**src/rtl/uart_rx_deser_pkg.sv**
```systemverilog
// Shared UART receive types and constants.
// Used by the deserialiser, its interface and its sub-modules.
package uart_pkg;

    typedef enum logic [2:0] {
        IDLE,
        START,
        DATA,
        PARITY,
        STOP,
        BREAK
    } uart_state_e;

    localparam int UART_DATA_W    = 8;
    localparam int UART_BIT_CNT_W = 3;

endpackage

```
**src/rtl/uart_rx_deser_if.sv**
```systemverilog
// FIFO write-side bundle between the UART deserialiser and the byte FIFO.
// master = deserialiser (writer), slave = FIFO.
interface uart_rx_deser_if;
    import uart_pkg::*;

    logic                   wr;
    logic [UART_DATA_W-1:0] d_out;
    logic                   full;

    modport master (output wr, output d_out, input full);
    modport slave  (input wr, input d_out, output full);

endinterface

```
**src/rtl/uart_rx_deser_sync_bit.sv**
```systemverilog
// N-flop synchroniser for one asynchronous input.
// Reset value is an input so idle-high and idle-low lines both fit.
module sync_bit #(
    parameter int N = 2
) (
    input  logic clk,
    input  logic rst,
    input  logic i_rst_val,
    input  logic i_d,
    output logic o_q
);

    logic [N-1:0] r_q;

    always_ff @(posedge clk) begin
        if (rst) r_q <= {N{i_rst_val}};
        else     r_q <= {r_q[N-2:0], i_d};
    end

    assign o_q = r_q[N-1];

endmodule

```
**src/rtl/uart_rx_deser.sv**
```systemverilog
// UART 8N1 receiver feeding the byte FIFO with one-cycle write strobes.
// Define UART_RX_PARITY_EN for 8E1 frames and the parity_err output.
module uart_rx_deser
    import uart_pkg::*;
#(
    parameter int CLKS_PER_BIT = 868,
    parameter int SYNC_STAGES  = 2
) (
    input  logic              clk,
    input  logic              rst,
    input  logic              rx,
    input  logic              clr_err,
    uart_rx_deser_if.master   fifo,
    output logic              overrun,
    output logic              frame_err,
`ifdef UART_RX_PARITY_EN
    output logic              parity_err,
`endif
    output logic              busy
);

    localparam int BAUD_W = $clog2(CLKS_PER_BIT);
    localparam logic [BAUD_W-1:0] BAUD_LAST = BAUD_W'(CLKS_PER_BIT - 1);
    localparam logic [BAUD_W-1:0] BAUD_HALF = BAUD_W'(CLKS_PER_BIT / 2 - 1);
    localparam logic [UART_BIT_CNT_W-1:0] BIT_LAST = '1;

    uart_state_e r_state;
    uart_state_e w_next;

    logic [BAUD_W-1:0]         r_baud;
    logic [UART_BIT_CNT_W-1:0] r_bits;
    logic [UART_DATA_W-1:0]    r_shift;
    logic [UART_DATA_W-1:0]    r_dout;
    logic                      r_wr;
    logic                      r_ovr;
    logic                      r_fe;

    logic w_rx_s;
    logic w_tick;
    logic w_half;
    logic w_shift;
    logic w_stop;
    logic w_good;
    logic w_load;
    logic w_set_ovr;
    logic w_set_fe;
    logic w_pbad;

    sync_bit #(
        .N(SYNC_STAGES)
    ) u_sync (
        .clk      (clk),
        .rst      (rst),
        .i_rst_val(1'b1),
        .i_d      (rx),
        .o_q      (w_rx_s)
    );

    assign w_tick = (r_baud == BAUD_LAST);
    assign w_half = (r_baud == BAUD_HALF);

    always_ff @(posedge clk) begin
        if (rst) r_state <= IDLE;
        else     r_state <= w_next;
    end

    always_comb begin
        w_next = r_state;
        unique case (r_state)
            IDLE:  if (!w_rx_s) w_next = START;
            START: if (w_half)  w_next = w_rx_s ? IDLE : DATA;
            DATA: begin
                if (w_tick && r_bits == BIT_LAST) begin
`ifdef UART_RX_PARITY_EN
                    w_next = PARITY;
`else
                    w_next = STOP;
`endif
                end
            end
            PARITY: if (w_tick) w_next = STOP;
            STOP:   if (w_tick) w_next = w_rx_s ? IDLE : BREAK;
            BREAK:  if (w_rx_s) w_next = IDLE;
            default: w_next = IDLE;
        endcase
    end

    always_comb begin
        busy      = (r_state != IDLE);
        w_shift   = (r_state == DATA) && w_tick;
        w_stop    = (r_state == STOP) && w_tick;
        w_good    = w_stop && w_rx_s && !w_pbad;
        w_load    = w_good && !fifo.full;
        w_set_ovr = w_good && fifo.full;
        w_set_fe  = w_stop && !w_rx_s;
    end

    // Any state change restarts the bit-period timer.
    always_ff @(posedge clk) begin
        if (rst || (w_next != r_state) || w_tick) r_baud <= '0;
        else                                       r_baud <= r_baud + 1'b1;
    end

    always_ff @(posedge clk) begin
        if (rst || r_state != DATA) r_bits <= '0;
        else if (w_shift)           r_bits <= r_bits + 1'b1;
    end

    always_ff @(posedge clk) begin
        if (rst)          r_shift <= '0;
        else if (w_shift) r_shift <= {w_rx_s, r_shift[UART_DATA_W-1:1]};
    end

    always_ff @(posedge clk) begin
        if (rst) begin
            r_wr   <= 1'b0;
            r_dout <= '0;
        end else begin
            r_wr <= w_load;
            if (w_load) r_dout <= r_shift;
        end
    end

    always_ff @(posedge clk) begin
        if (rst) begin
            r_ovr <= 1'b0;
            r_fe  <= 1'b0;
        end else begin
            if (w_set_ovr)    r_ovr <= 1'b1;
            else if (clr_err) r_ovr <= 1'b0;
            if (w_set_fe)     r_fe  <= 1'b1;
            else if (clr_err) r_fe  <= 1'b0;
        end
    end

`ifdef UART_RX_PARITY_EN
    logic r_pbad;
    logic r_perr;
    logic w_par_x;
    logic w_par_smp;

    assign w_par_x   = (^r_shift) ^ w_rx_s;
    assign w_par_smp = (r_state == PARITY) && w_tick;
    assign w_pbad    = r_pbad;

    // Remembers a bad parity bit until the frame's stop bit is judged.
    always_ff @(posedge clk) begin
        if (rst || r_state == IDLE) r_pbad <= 1'b0;
        else if (w_par_smp)         r_pbad <= w_par_x;
    end

    always_ff @(posedge clk) begin
        if (rst)                        r_perr <= 1'b0;
        else if (w_par_smp && w_par_x)  r_perr <= 1'b1;
        else if (clr_err)               r_perr <= 1'b0;
    end

    assign parity_err = r_perr;
`else
    assign w_pbad = 1'b0;
`endif

    assign fifo.wr    = r_wr;
    assign fifo.d_out = r_dout;
    assign overrun    = r_ovr;
    assign frame_err  = r_fe;

endmodule

```
**src/flat_wrapper.sv**
```systemverilog
// flat-port wrapper written by rule: the top's interface ports become plain ports
module uart_rx_deser_flat import uart_pkg::*;
#(
    parameter int CLKS_PER_BIT = 868,
    parameter int SYNC_STAGES  = 2
)
  (clk, rst, rx, clr_err, overrun, frame_err, busy, fifo_wr, fifo_d_out, fifo_full);
  uart_rx_deser_if fifo_i ();
  input  logic clk;
  input  logic rst;
  input  logic rx;
  input  logic clr_err;
  output logic overrun;
  output logic frame_err;
  output logic busy;
  output wire logic [$bits(fifo_i.wr)-1:0] fifo_wr;
  output wire logic [$bits(fifo_i.d_out)-1:0] fifo_d_out;
  input wire logic [$bits(fifo_i.full)-1:0] fifo_full;
  assign fifo_wr = fifo_i.wr;
  assign fifo_d_out = fifo_i.d_out;
  assign fifo_i.full = fifo_full;
  uart_rx_deser #(.CLKS_PER_BIT(CLKS_PER_BIT), .SYNC_STAGES(SYNC_STAGES)) u_core (.clk(clk), .rst(rst), .rx(rx), .clr_err(clr_err), .fifo(fifo_i), .overrun(overrun), .frame_err(frame_err), .busy(busy));
endmodule
```
**config.mk**
```make
export PLATFORM = sky130hd
export DESIGN_NAME = uart_rx_deser_flat
export DESIGN_NICKNAME = d
export VERILOG_FILES = /design/src/rtl/uart_rx_deser_pkg.sv /design/src/rtl/uart_rx_deser_if.sv /design/src/rtl/uart_rx_deser_sync_bit.sv /design/src/rtl/uart_rx_deser.sv /design/src/flat_wrapper.sv
export SDC_FILE = /design/constraint.sdc
export NUM_CORES = 1
export LEC_CHECK = 0
export CORE_MARGIN = 2
export CORE_UTILIZATION = 50
export DETAILED_ROUTE_END_ITERATION = 10
export PLACE_DENSITY = 0.75
export SYNTH_ARGS = -nofsm -noshare
export SYNTH_HDL_FRONTEND = slang
export SYNTH_SLANG_ARGS = --single-unit
```
**constraint.sdc**
```tcl
create_clock -name clk -period 2.8 [get_ports clk]
set_clock_uncertainty 0.05 [all_clocks]
set_input_delay 0.84 -clock clk [delete_from_list [all_inputs] [get_ports clk]]
set_output_delay 0.84 -clock clk [all_outputs]
set_load 0.02 [all_outputs]
```
==> After elaboration in Yosys (flattened, before gate mapping) <==
Cells that the tools add are included.
{ "totals": {"in_bits": 5, "register_bits": 37, "out_inout_bits": 12, "word_cells": 49} }
{ "classes": {"n_eq_ne": 10, "mux": 12, "n_reduce_logical": 16, "addsub": 2} }
{ "op_table": {"columns": ["operator", "count"], "rows": [
  ["two-way mux 3 bit", 7],
  ["case mux 3 bit (6 select lines)", 1],
  ["adder 10 x 1 -> 10 bit, second input constant", 1],
  ["== test 10 bit, second input constant", 1],
  ["== test 10 x 9 -> 1 bit, second input constant", 1],
  ["== test 3 bit, second input constant", 3],
  ["logical AND 1 bit", 7],
  ["== test 3 x 2 -> 1 bit, second input constant", 2],
  ["nonzero test 2 bit", 2],
  ["adder 3 x 1 -> 3 bit, second input constant", 1],
  ["== test 3 x 1 -> 1 bit, second input constant", 1],
  ["logical NOT 3 bit", 1],
  ["logical OR 1 bit", 3],
  ["two-way mux 1 bit", 3],
  ["!= test 3 x 2 -> 1 bit, second input constant", 1],
  ["!= test 3 bit", 1],
  ["nonzero test 3 bit", 1],
  ["logical NOT 1 bit", 2],
  ["two-way mux 2 bit", 1]
]} }

==> Longest topological paths before layout <==
Gate-level depths: netlist of the first run.
{ "logic_depth": {"ltp_word": 7, "mapped_depth": 8} }

==> Hierarchy <==
A second synthesis of the first run with hierarchy kept.
{ "unflattened": {"cells_unflattened": 178, "hier_area_um2": 1684.1} }
{ "modules_own_cells": {"columns": ["module", "seq_area_each_um2", "n_inst", "cells_each", "area_per_inst_um2"], "rows": [
  ["uart_rx_deser", 700.7, 1, 174, 1621.6],
  ["sync_bit", 40.0, 1, 4, 62.6]
]} }

==> Least setup slack after synthesis of the first run <==
Ideal clock, no wire load.
{ "synth_timing": {"path_kind": "register -> register", "start": "reg u_core.r_baud[8]", "end": "reg u_core.r_dout[0], in the netlist u_core.fifo.d_out[0]", "period_less_slack_ns": 2.086, "arrival_time_ns": 1.909, "path_stages_with_launch": 7, "path_buffers": 1, "slack_ns": 0.714, "path_cell_list": "dfxtp_1 or3b_4 or3_1 buf_6 nor3_4 mux2i_1 nor2_1"} }
{ "synth_via": {"elab_chain_len": 4} }
{ "synth_rtl": {"columns": ["element", "line", "source"], "rows": [
  ["start: declaration", "uart_rx_deser.sv:30", "logic [BAUD_W-1:0] r_baud;"],
  ["start signal: assignment", "uart_rx_deser.sv:101", "else r_baud <= r_baud + 1'b1;"],
  ["== test 10 bit", "uart_rx_deser.sv:59", "assign w_tick = (r_baud == BAUD_LAST);"],
  ["logical AND 1 bit", "uart_rx_deser.sv:91", "w_stop = (r_state == STOP) && w_tick;"],
  ["logical AND 1 bit", "uart_rx_deser.sv:92", "w_good = w_stop && w_rx_s && !w_pbad;"],
  ["logical AND 1 bit", "uart_rx_deser.sv:93", "w_load = w_good && !fifo.full;"],
  ["end signal: assignment", "uart_rx_deser.sv:120", "if (w_load) r_dout <= r_shift;"],
  ["end: declaration", "uart_rx_deser.sv:33", "logic [UART_DATA_W-1:0] r_dout;"]
]} }
No other way between the ends.
A chain may end at the register's enable or synchronous reset.

==> Worst setup path in the final report of the first run <==
{ "layout_timing": {"start": "reg u_core.r_state[0]", "end": "out busy"} }
{ "layout_via": {"elab_chain_len": 1} }
{ "layout_rtl": {"columns": ["element", "line", "source"], "rows": [
  ["start: declaration", "uart_rx_deser.sv:27", "uart_state_e r_state;"],
  ["start signal: assignment", "uart_rx_deser.sv:64", "else r_state <= w_next;"],
  ["nonzero test 3 bit", "uart_rx_deser.sv:89", "busy = (r_state != IDLE);"],
  ["end: declaration", "flat_wrapper.sv:15", "output logic busy;"]
]} }
No other way between the ends.

==> metrics.yaml, run 1 <==
fmax_mhz: 377
worstRegToRegCells: 5
grt_max_degree: 17
finalSetupViolCount: 0
cts_root_buf: "sky130_fd_sc_hd__clkbuf_4"
floorplan.initialDensity_pct: 53.4
hold_violations: 0
dieWidth_um: 61.8
insertion_delay_ns: 0.34
detailedRoute.firstPassIterationCount: 4
relSlewSlack_pct: 56.8
critical_path.endpoint: "busy"
num-fill-cells: 264
critical_path.reg2reg.startpoint: "u_core.r_baud[8]"
netlist-cell-type-count: 37
setup.worst_path.start: "u_core.r_state[0]"
rsz_0062_raised_after_global_routing: "false"
antenna-diode-count: 0
synthToLayoutAreaGrowth_pct: 16.6
vias_per_cell: 5.37
outcome: "completed"
drc: 0
fin_setup_tns_ns: 0
cts_resizes: 0
post_detail_place_hpwl_mm: 2.34
setup.worst_path.end_class: "primary output"
synth-async-reset-ratio_pct: 0
postLayoutCellArea_mm2: 0.00195
slew_viol_final: 0
power-per-cell-area_mw_per_mm2: 491
grt_pass1_wl_mm: 5.51
syn_nets: 205
ys_seq_area_share_pct: 44.3
clock_tree.htree_level_count: 2
yosys_register_bits: 37
starting_drc_count_in_detailed_routing: 91
overflow: 0
timing.setup.critical_path_class: "reg -> out"
postRouteWirelength_mm: 3.24
met2_usage_pct: 31.3
row_count: 20
tritoncts_num_sinks: 37
cts_hold_buffers_added: 0
clk_pin_slew_worst_paths_ns: 0.11
num_vias: 1381
design.core.area_mm2: 0.00313
pin_count: 17
startpoint_class: "flop"
port_buffers: 16
setup_ws_ns: 0.149
dpl-instance-area_mm2: 0.00186
global_placement_routability_congestion: 0.901
layout.nets: 221
pre_cts_slack_ns: 0.458
max-vdd-ir-drop_mv: 0.294
drt.antenna.violating_nets: 0
crit_fanout: 16
antenna_found_initial: 0
period_needed_ns: 2.65
total_die_area_mm2: 0.00382
timing.reg2reg.setup_slack_ns: 0.48
yosys_warnings: 0
tritoncts: "yes"
grt_util_met3_pct: 5.80
cp_data_arrival_time_ns: 1.76
post_cts.repair.setup_buffers: 0
hold_class: "reg -> reg"
synth_cells: 196
max_slew.worst_pin.slew_ns: 0.645
synth_edf_count: 0
power.leakage_nw: 0.687
timing.rr.end: "u_core.r_baud[6]"
grt-busiest-layer: "met2"
max-cap-violations: 0
route.detailed.wl_per_inst_um: 12.6
met1_usage_in_global_routing_pct: 24.7
via_count_of_the_first_global_routing_pass: 1284
floorplan.die.height_um: 61.8
synth_flop_type: "sky130_fd_sc_hd__dfxtp_1"
post_synth_instance_area_mm2: 0.00167
post-route-period-util_pct: 94.7
clock_tree.buffer_depth: 2
cts-buffers-inserted: 5
post_synth.cell_area_avg_um2: 8.53
global_routing_usage_summed_across_all_routing_layers_pct: 19.7
timing.critical_path.required_ns: 1.91
post_route_cells_drive_above_1_share_pct: 7.98
## cells in the mapped netlist (2+ instances only)
| cell | instances | area share [%] |
|---|---|---|
| sky130_fd_sc_hd__nand2_1 | 38 | 8.5 |
| sky130_fd_sc_hd__dfxtp_1 | 37 | 44 |
| sky130_fd_sc_hd__nor2_1 | 18 | 4.0 |
| sky130_fd_sc_hd__a21oi_1 | 13 | 3.9 |
| sky130_fd_sc_hd__nor3_1 | 12 | 3.6 |
| sky130_fd_sc_hd__clkbuf_1 | 8 | 1.8 |
| sky130_fd_sc_hd__mux2i_1 | 8 | 4.8 |
| sky130_fd_sc_hd__xor2_1 | 7 | 3.7 |
| sky130_fd_sc_hd__o21ai_0 | 6 | 1.8 |
| sky130_fd_sc_hd__ha_1 | 4 | 3.0 |
| sky130_fd_sc_hd__nor4b_1 | 4 | 2.1 |
| sky130_fd_sc_hd__a31oi_1 | 3 | 1.1 |
| sky130_fd_sc_hd__nand2b_1 | 3 | 1.1 |
| sky130_fd_sc_hd__nand3_1 | 3 | 0.90 |
| sky130_fd_sc_hd__nor2b_1 | 3 | 1.1 |
| sky130_fd_sc_hd__or3_1 | 3 | 1.1 |
| sky130_fd_sc_hd__inv_1 | 2 | 0.45 |
| sky130_fd_sc_hd__nor3_2 | 2 | 1.2 |
| sky130_fd_sc_hd__nor4_1 | 2 | 0.75 |
| sky130_fd_sc_hd__or2_2 | 2 | 0.75 |
| sky130_fd_sc_hd__xnor2_1 | 2 | 1.0 |
## through the flow
step           power (mW)  utilization [%]  hold slack [ns]  instances
2_1_floorplan       0.566                -            0.339        196
3_3_place_gp        0.577             59.5            0.352        249
3_5_place_dp        0.578             59.5            0.348        249
4_1_cts             0.967             62.3            0.384        257
5_1_grt             0.992             62.3            0.395        257
6_report            0.958             62.3            0.377        257
## registers in the layout, summed over array words and instances, names as in the netlist
register / cells
u_core.r_baud: 10
u_core.fifo.d_out: 8
u_core.r_shift: 8
u_core.r_bits: 3
u_core.r_state: 3
u_core.u_sync.r_q: 2
u_core.fifo.wr: 1
u_core.frame_err: 1
u_core.overrun: 1
## metal layers
layer | share of wire [%] | wire (um)
met5 | 0 | 0
met4 | 1.4 | 46
met3 | 5.5 | 177
met2 | 46 | 1510
met1 | 47 | 1510
## where the power goes
part           leakage [nW]  internal (mW)  switching (mW)
Sequential            0.299          0.531         0.00562
Clock                0.0445          0.212           0.179
Combinational         0.344         0.0132          0.0168
Total                 0.687          0.756           0.201
## worst min-delay path by stage
| stage | start | to | slack, ns | depth (start not counted) |
|---|---|---|---|---|
| finish | u_core.u_sync.r_q[0] | u_core.u_sync.r_q[1] | 0.38 | 1 |
| global route | u_core.u_sync.r_q[0] | u_core.u_sync.r_q[1] | 0.39 | 1 |
| CTS | u_core.u_sync.r_q[0] | u_core.u_sync.r_q[1] | 0.38 | 1 |
| detailed placement | u_core.u_sync.r_q[0] | u_core.u_sync.r_q[1] | 0.35 | 1 |
| global placement | u_core.u_sync.r_q[0] | u_core.u_sync.r_q[1] | 0.35 | 1 |
| floorplan | u_core.u_sync.r_q[0] | u_core.u_sync.r_q[1] | 0.34 | 1 |
## cell families (layout without fill, tap and decap cells)
logic type / after synthesis / after routing / synth area share (%)
AOI/OAI and AO/OA: 29 / 29 / 10.1
xor gates and xnor gates: 9 / 9 / 4.72
adders and majority gates: 4 / 4 / 2.99
buffers and inverters: 11 / 28 / 2.92
DFF: 37 / 37 / 44.3
muxes: 8 / 8 / 4.79
and+or+nand+nor: 98 / 98 / 30.2
## layout by cell type, fill, tap and decap left out, types with 3 or more instances in the layout
cell                              instances
sky130_fd_sc_hd__o21ai_0                  6
sky130_fd_sc_hd__xor2_1                   7
sky130_fd_sc_hd__or3_1                    3
sky130_fd_sc_hd__nor2b_1                  3
sky130_fd_sc_hd__mux2i_1                  8
sky130_fd_sc_hd__clkdlybuf4s50_1         16
sky130_fd_sc_hd__clkbuf_4                 5
sky130_fd_sc_hd__nand2b_1                 3
sky130_fd_sc_hd__nor2_1                  18
sky130_fd_sc_hd__a31oi_1                  3
sky130_fd_sc_hd__dfxtp_1                 37
sky130_fd_sc_hd__a21oi_1                 13
sky130_fd_sc_hd__nor4b_1                  4
sky130_fd_sc_hd__nand2_1                 38
sky130_fd_sc_hd__nor3_1                  12
sky130_fd_sc_hd__nand3_1                  3
sky130_fd_sc_hd__ha_1                     4
## critical path: stages, from the launching register on
cell and delay, ns:
sky130_fd_sc_hd__dfxtp_1 0.47, sky130_fd_sc_hd__or3_1 0.41, sky130_fd_sc_hd__clkdlybuf4s50_1 0.54
## final cells by class
| cell class | count | area [um^2] | share of cell area, % |
|---|---|---|---|
| Timing Repair Buffer | 18 | 175 | 8.99 |
| Multi-Input combinational cell | 148 | 882 | 45.3 |
| Clock buffer | 6 | 51.3 | 2.63 |
| Inverter | 2 | 7.51 | 0.385 |
| Tap cell | 44 | 55.1 | 2.82 |
| Sequential cell | 37 | 741 | 38.0 |
| Clock inverter | 2 | 37.5 | 1.93 |
Power figures use the tool's default switching activity.
==> run 2: changes to the inputs <==
--- a/config.mk
+++ b/config.mk
@@ -8,7 +8,8 @@
 export CORE_MARGIN = 2
 export CORE_UTILIZATION = 50
 export DETAILED_ROUTE_END_ITERATION = 10
-export PLACE_DENSITY = 0.75
+export PLACE_DENSITY = 0.74
 export SYNTH_ARGS = -nofsm -noshare
 export SYNTH_HDL_FRONTEND = slang
+export SYNTH_HIERARCHICAL = 1
 export SYNTH_SLANG_ARGS = --single-unit
==> metrics.yaml, run 2 <==
detailedRoute.firstPassIterationCount: 4  # unchanged
yosys_register_bits: 37  # unchanged
port_buffers: 16  # unchanged
sequential_cell_area_um2: 741  # unchanged
timing.critical_path.required_ns: 1.91  # about the same
total_die_area_mm2: 0.00385  # was 0.00382 mm^2
cp_data_arrival_time_ns: 1.69  # was 1.76 ns
layout.nets: 205  # was 221
synth.most_common_cell: "sky130_fd_sc_hd__dfxtp_1"  # was sky130_fd_sc_hd__nand2_1
cts_hold_buffers_added: 0  # unchanged
fin_setup_tns_ns: 0  # unchanged
antenna_found_initial: 0  # unchanged
cts_resizes: 0  # unchanged
overflow: 0  # unchanged
synth_cells: 178  # was 196
floorplan.initialDensity_pct: 51.3  # was 53.4%
dieWidth_um: 62.0  # was 61.8 um
global_routing_usage_summed_across_all_routing_layers_pct: 17.8  # was 19.7%
slew_viol_final: 0  # unchanged
max-vdd-ir-drop_mv: 0.292  # was 0.294 mV
mostFrequentLayoutCells: "37 x sky130_fd_sc_hd__dfxtp_1, 36 x sky130_fd_sc_hd__nor2_1, 16 x sky130_fd_sc_hd__clkdlybuf4s50_1, 16 x sky130_fd_sc_hd__mux2i_1, 11 x sky130_fd_sc_hd__nand2_1"  # was 38 x sky130_fd_sc_hd__nand2_1, 37 x sky130_fd_sc_hd__dfxtp_1, 18 x sky130_fd_sc_hd__nor2_1, 16 x sky130_fd_sc_hd__clkdlybuf4s50_1, 13 x sky130_fd_sc_hd__a21oi_1
global_placement_routability_congestion: 0.834  # was 0.901
grt_max_degree: 20  # was 17
vias_per_cell: 5.13  # was 5.37
largest_register_ff_count: 10  # unchanged
met1_usage_in_global_routing_pct: 20.1  # was 24.7%
netlist-cell-type-count: 43  # was 37
finalSetupViolCount: 0  # unchanged
max-cap-violations: 0  # unchanged
met2_usage_pct: 30.8  # was 31.3%
antenna-diode-count: 0  # unchanged
hold_violations: 0  # unchanged
setup.worst_path.end_class: "primary output"  # unchanged
ys_seq_area_share_pct: 44.0  # was 44.3%
power.leakage_nw: 0.723  # was 0.687 nW
via_count_of_the_first_global_routing_pass: 1187  # was 1,284
yosys_warnings: 6  # was 0
cts-buffers-inserted: 5  # unchanged
design.core.area_mm2: 0.00328  # was 0.00313 mm^2
num-fill-cells: 297  # was 264
drc: 0  # unchanged
rsz_0062_raised_after_global_routing: "false"  # unchanged
post-synth-top-area-fraction_pct: 44.0  # was 44.3%
insertion_delay_ns: 0.34  # about the same
max_slew.worst_pin.slew_ns: 0.522  # was 0.645 ns
cts_root_buf: "sky130_fd_sc_hd__clkbuf_4"  # unchanged
multi_input_comb_area_um2: 883  # was 882 um^2
tritoncts_num_sinks: 37  # unchanged
post_route_cells_drive_above_1_share_pct: 9.64  # was 7.98%
crit_fanout: 11  # was 16
synth.top_cells.by_count: "37 x sky130_fd_sc_hd__dfxtp_1, 36 x sky130_fd_sc_hd__nor2_1, 16 x sky130_fd_sc_hd__mux2i_1"  # was 38 x sky130_fd_sc_hd__nand2_1, 37 x sky130_fd_sc_hd__dfxtp_1, 18 x sky130_fd_sc_hd__nor2_1
postLayoutCellArea_mm2: 0.00193  # was 0.00195 mm^2
post_detail_place_hpwl_mm: 2.19  # was 2.34 mm
hold_class: "reg -> reg"  # unchanged
synth_flop_type: "sky130_fd_sc_hd__dfxtp_1"  # unchanged
outcome: "completed"  # unchanged
row_count: 21  # was 20
grt_pass1_wl_mm: 4.93  # was 5.51 mm
route.detailed.wl_per_inst_um: 12.2  # was 12.6 um
floorplan.die.height_um: 62.0  # was 61.8 um
synth_edf_count: 0  # unchanged
num_vias: 1247  # was 1,381
synth_area_leaders: "sky130_fd_sc_hd__dfxtp_1 44%, sky130_fd_sc_hd__mux2i_1 9.5%, sky130_fd_sc_hd__nor2_1 8.0%"  # was sky130_fd_sc_hd__dfxtp_1 44%, sky130_fd_sc_hd__nand2_1 8.5%, sky130_fd_sc_hd__mux2i_1 4.8%
fin_util_pct: 58.8  # was 62.3%
post_synth.cell_area_avg_um2: 9.46  # was 8.53 um^2
tritoncts: "yes"  # unchanged
clock_tree.buffer_depth: 2  # unchanged
relSlewSlack_pct: 65.1  # was 56.8%
timing.setup.critical_path_class: "reg -> out"  # unchanged
power-per-cell-area_mw_per_mm2: 453  # was 491 mW/mm^2
pin_count: 17  # unchanged
post-route-period-util_pct: 92.0  # was 94.7%
synthToLayoutAreaGrowth_pct: 14.6  # was 16.6%
clock_tree.htree_level_count: 2  # unchanged
drt.antenna.violating_nets: 0  # unchanged
synth-async-reset-ratio_pct: 0  # unchanged
postRouteWirelength_mm: 2.97  # was 3.24 mm
clk_pin_slew_worst_paths_ns: 0.10  # was 0.11 ns
dpl-instance-area_mm2: 0.00188  # was 0.00186 mm^2
grt_util_met3_pct: 6.21  # was 5.80%
yosysTopAreaCell: "sky130_fd_sc_hd__dfxtp_1"  # unchanged
period_needed_ns: 2.58  # was 2.65 ns
starting_drc_count_in_detailed_routing: 39  # was 91
fmax_mhz: 388  # was 377 MHz
largest_reg_by_ff_count: "u_core/r_baud"  # was u_core.r_baud
post_cts.repair.setup_buffers: 0  # unchanged
startpoint_class: "flop"  # unchanged
layout_commonest_cell: "sky130_fd_sc_hd__dfxtp_1"  # was sky130_fd_sc_hd__nand2_1
grt-busiest-layer: "met2"  # unchanged
post_synth_instance_area_mm2: 0.00168  # was 0.00167 mm^2
==> run 2: cell count changes after synthesis, moves of 3 or more <==
| cell | previous run | this run |
|---|---|---|
| sky130_fd_sc_hd__inv_1 | 2 | 7 |
| sky130_fd_sc_hd__nor2_1 | 18 | 36 |
| sky130_fd_sc_hd__mux2i_1 | 8 | 16 |
| sky130_fd_sc_hd__nand2_1 | 38 | 11 |
| sky130_fd_sc_hd__clkbuf_1 | 8 | 4 |
| sky130_fd_sc_hd__nor4b_1 | 4 | 1 |
| sky130_fd_sc_hd__nor3_1 | 12 | 4 |
| sky130_fd_sc_hd__a21oi_1 | 13 | 5 |
| sky130_fd_sc_hd__mux2_2 | 0 | 3 |
| sky130_fd_sc_hd__o21ai_0 | 6 | 2 |
==> run 2: per-stage QoR <==
step / std cells / total power, mW / setup WS (ns) / hold slack, ns
5_1_grt: 243 / 0.924 / 0.150 / 0.446
6_report: 243 / 0.874 / 0.224 / 0.416
3_3_place_gp: 235 / 0.614 / 0.515 / 0.387
3_5_place_dp: 235 / 0.616 / 0.441 / 0.396
2_1_floorplan: 179 / 0.598 / 0.944 / 0.384
4_1_cts: 243 / 0.886 / 0.198 / 0.422
==> run 2: path summary, 6_finish.rpt <==
kind / startpoint / to / slack [ns] / cells after the start
max: u_core/r_state[0] / busy / 0.22 / 2
min: u_core/u_sync/r_q[0] / u_core/u_sync/r_q[1] / 0.42 / 1
max reg2reg: u_core/r_baud[0] / u_core/r_baud[7] / 0.74 / 6
min reg2reg: u_core/u_sync/r_q[0] / u_core/u_sync/r_q[1] / 0.42 / 1
==> run 2: worst max-delay path, stage by stage (launching register included) <==
cell                              delay, ns
sky130_fd_sc_hd__dfxtp_1               0.43
sky130_fd_sc_hd__or3_1                 0.38
sky130_fd_sc_hd__clkdlybuf4s50_1       0.54
==> run 2: power by group <==
group | switching (mW) | leakage, nW | total [mW] | internal [mW]
combinational | 0.0308 | 0.392 | 0.0589 | 0.0282
clock | 0.175 | 0.0310 | 0.270 | 0.0947
sequential | 0.0116 | 0.299 | 0.545 | 0.534
==> run 2: layer usage <==
metal | wire length, um | vias up
met3 | 104 | 2
met5 | 0 | -
met4 | 16 | 0
met1 | 1340 | 588
met2 | 1510 | 17
li1 | - | 640
==> run 2: final cells by class <==
cell class,instances,area share [%]
Sequential cell,37,38.4
Tap cell,46,2.98
Timing Repair Buffer,17,8.68
Inverter,7,1.36
Clock inverter,3,0.907
Clock buffer,5,1.94
Multi-Input combinational cell,128,45.8
==> run 2: cell families (layout without fill, tap and decap cells) <==
family,count (synthesis),in the layout,share of synthesized area (%)
AND/OR/NAND/NOR,78,78,25.4
AO/OA/AOI/OAI,16,16,7.43
multiplexers,19,19,11.5
XOR/XNOR,9,9,4.68
flip-flops,37,37,44.0
buffers and inverters,14,32,3.79
adder cells (fa/ha/maj),4,4,2.97
other,1,2,0.223
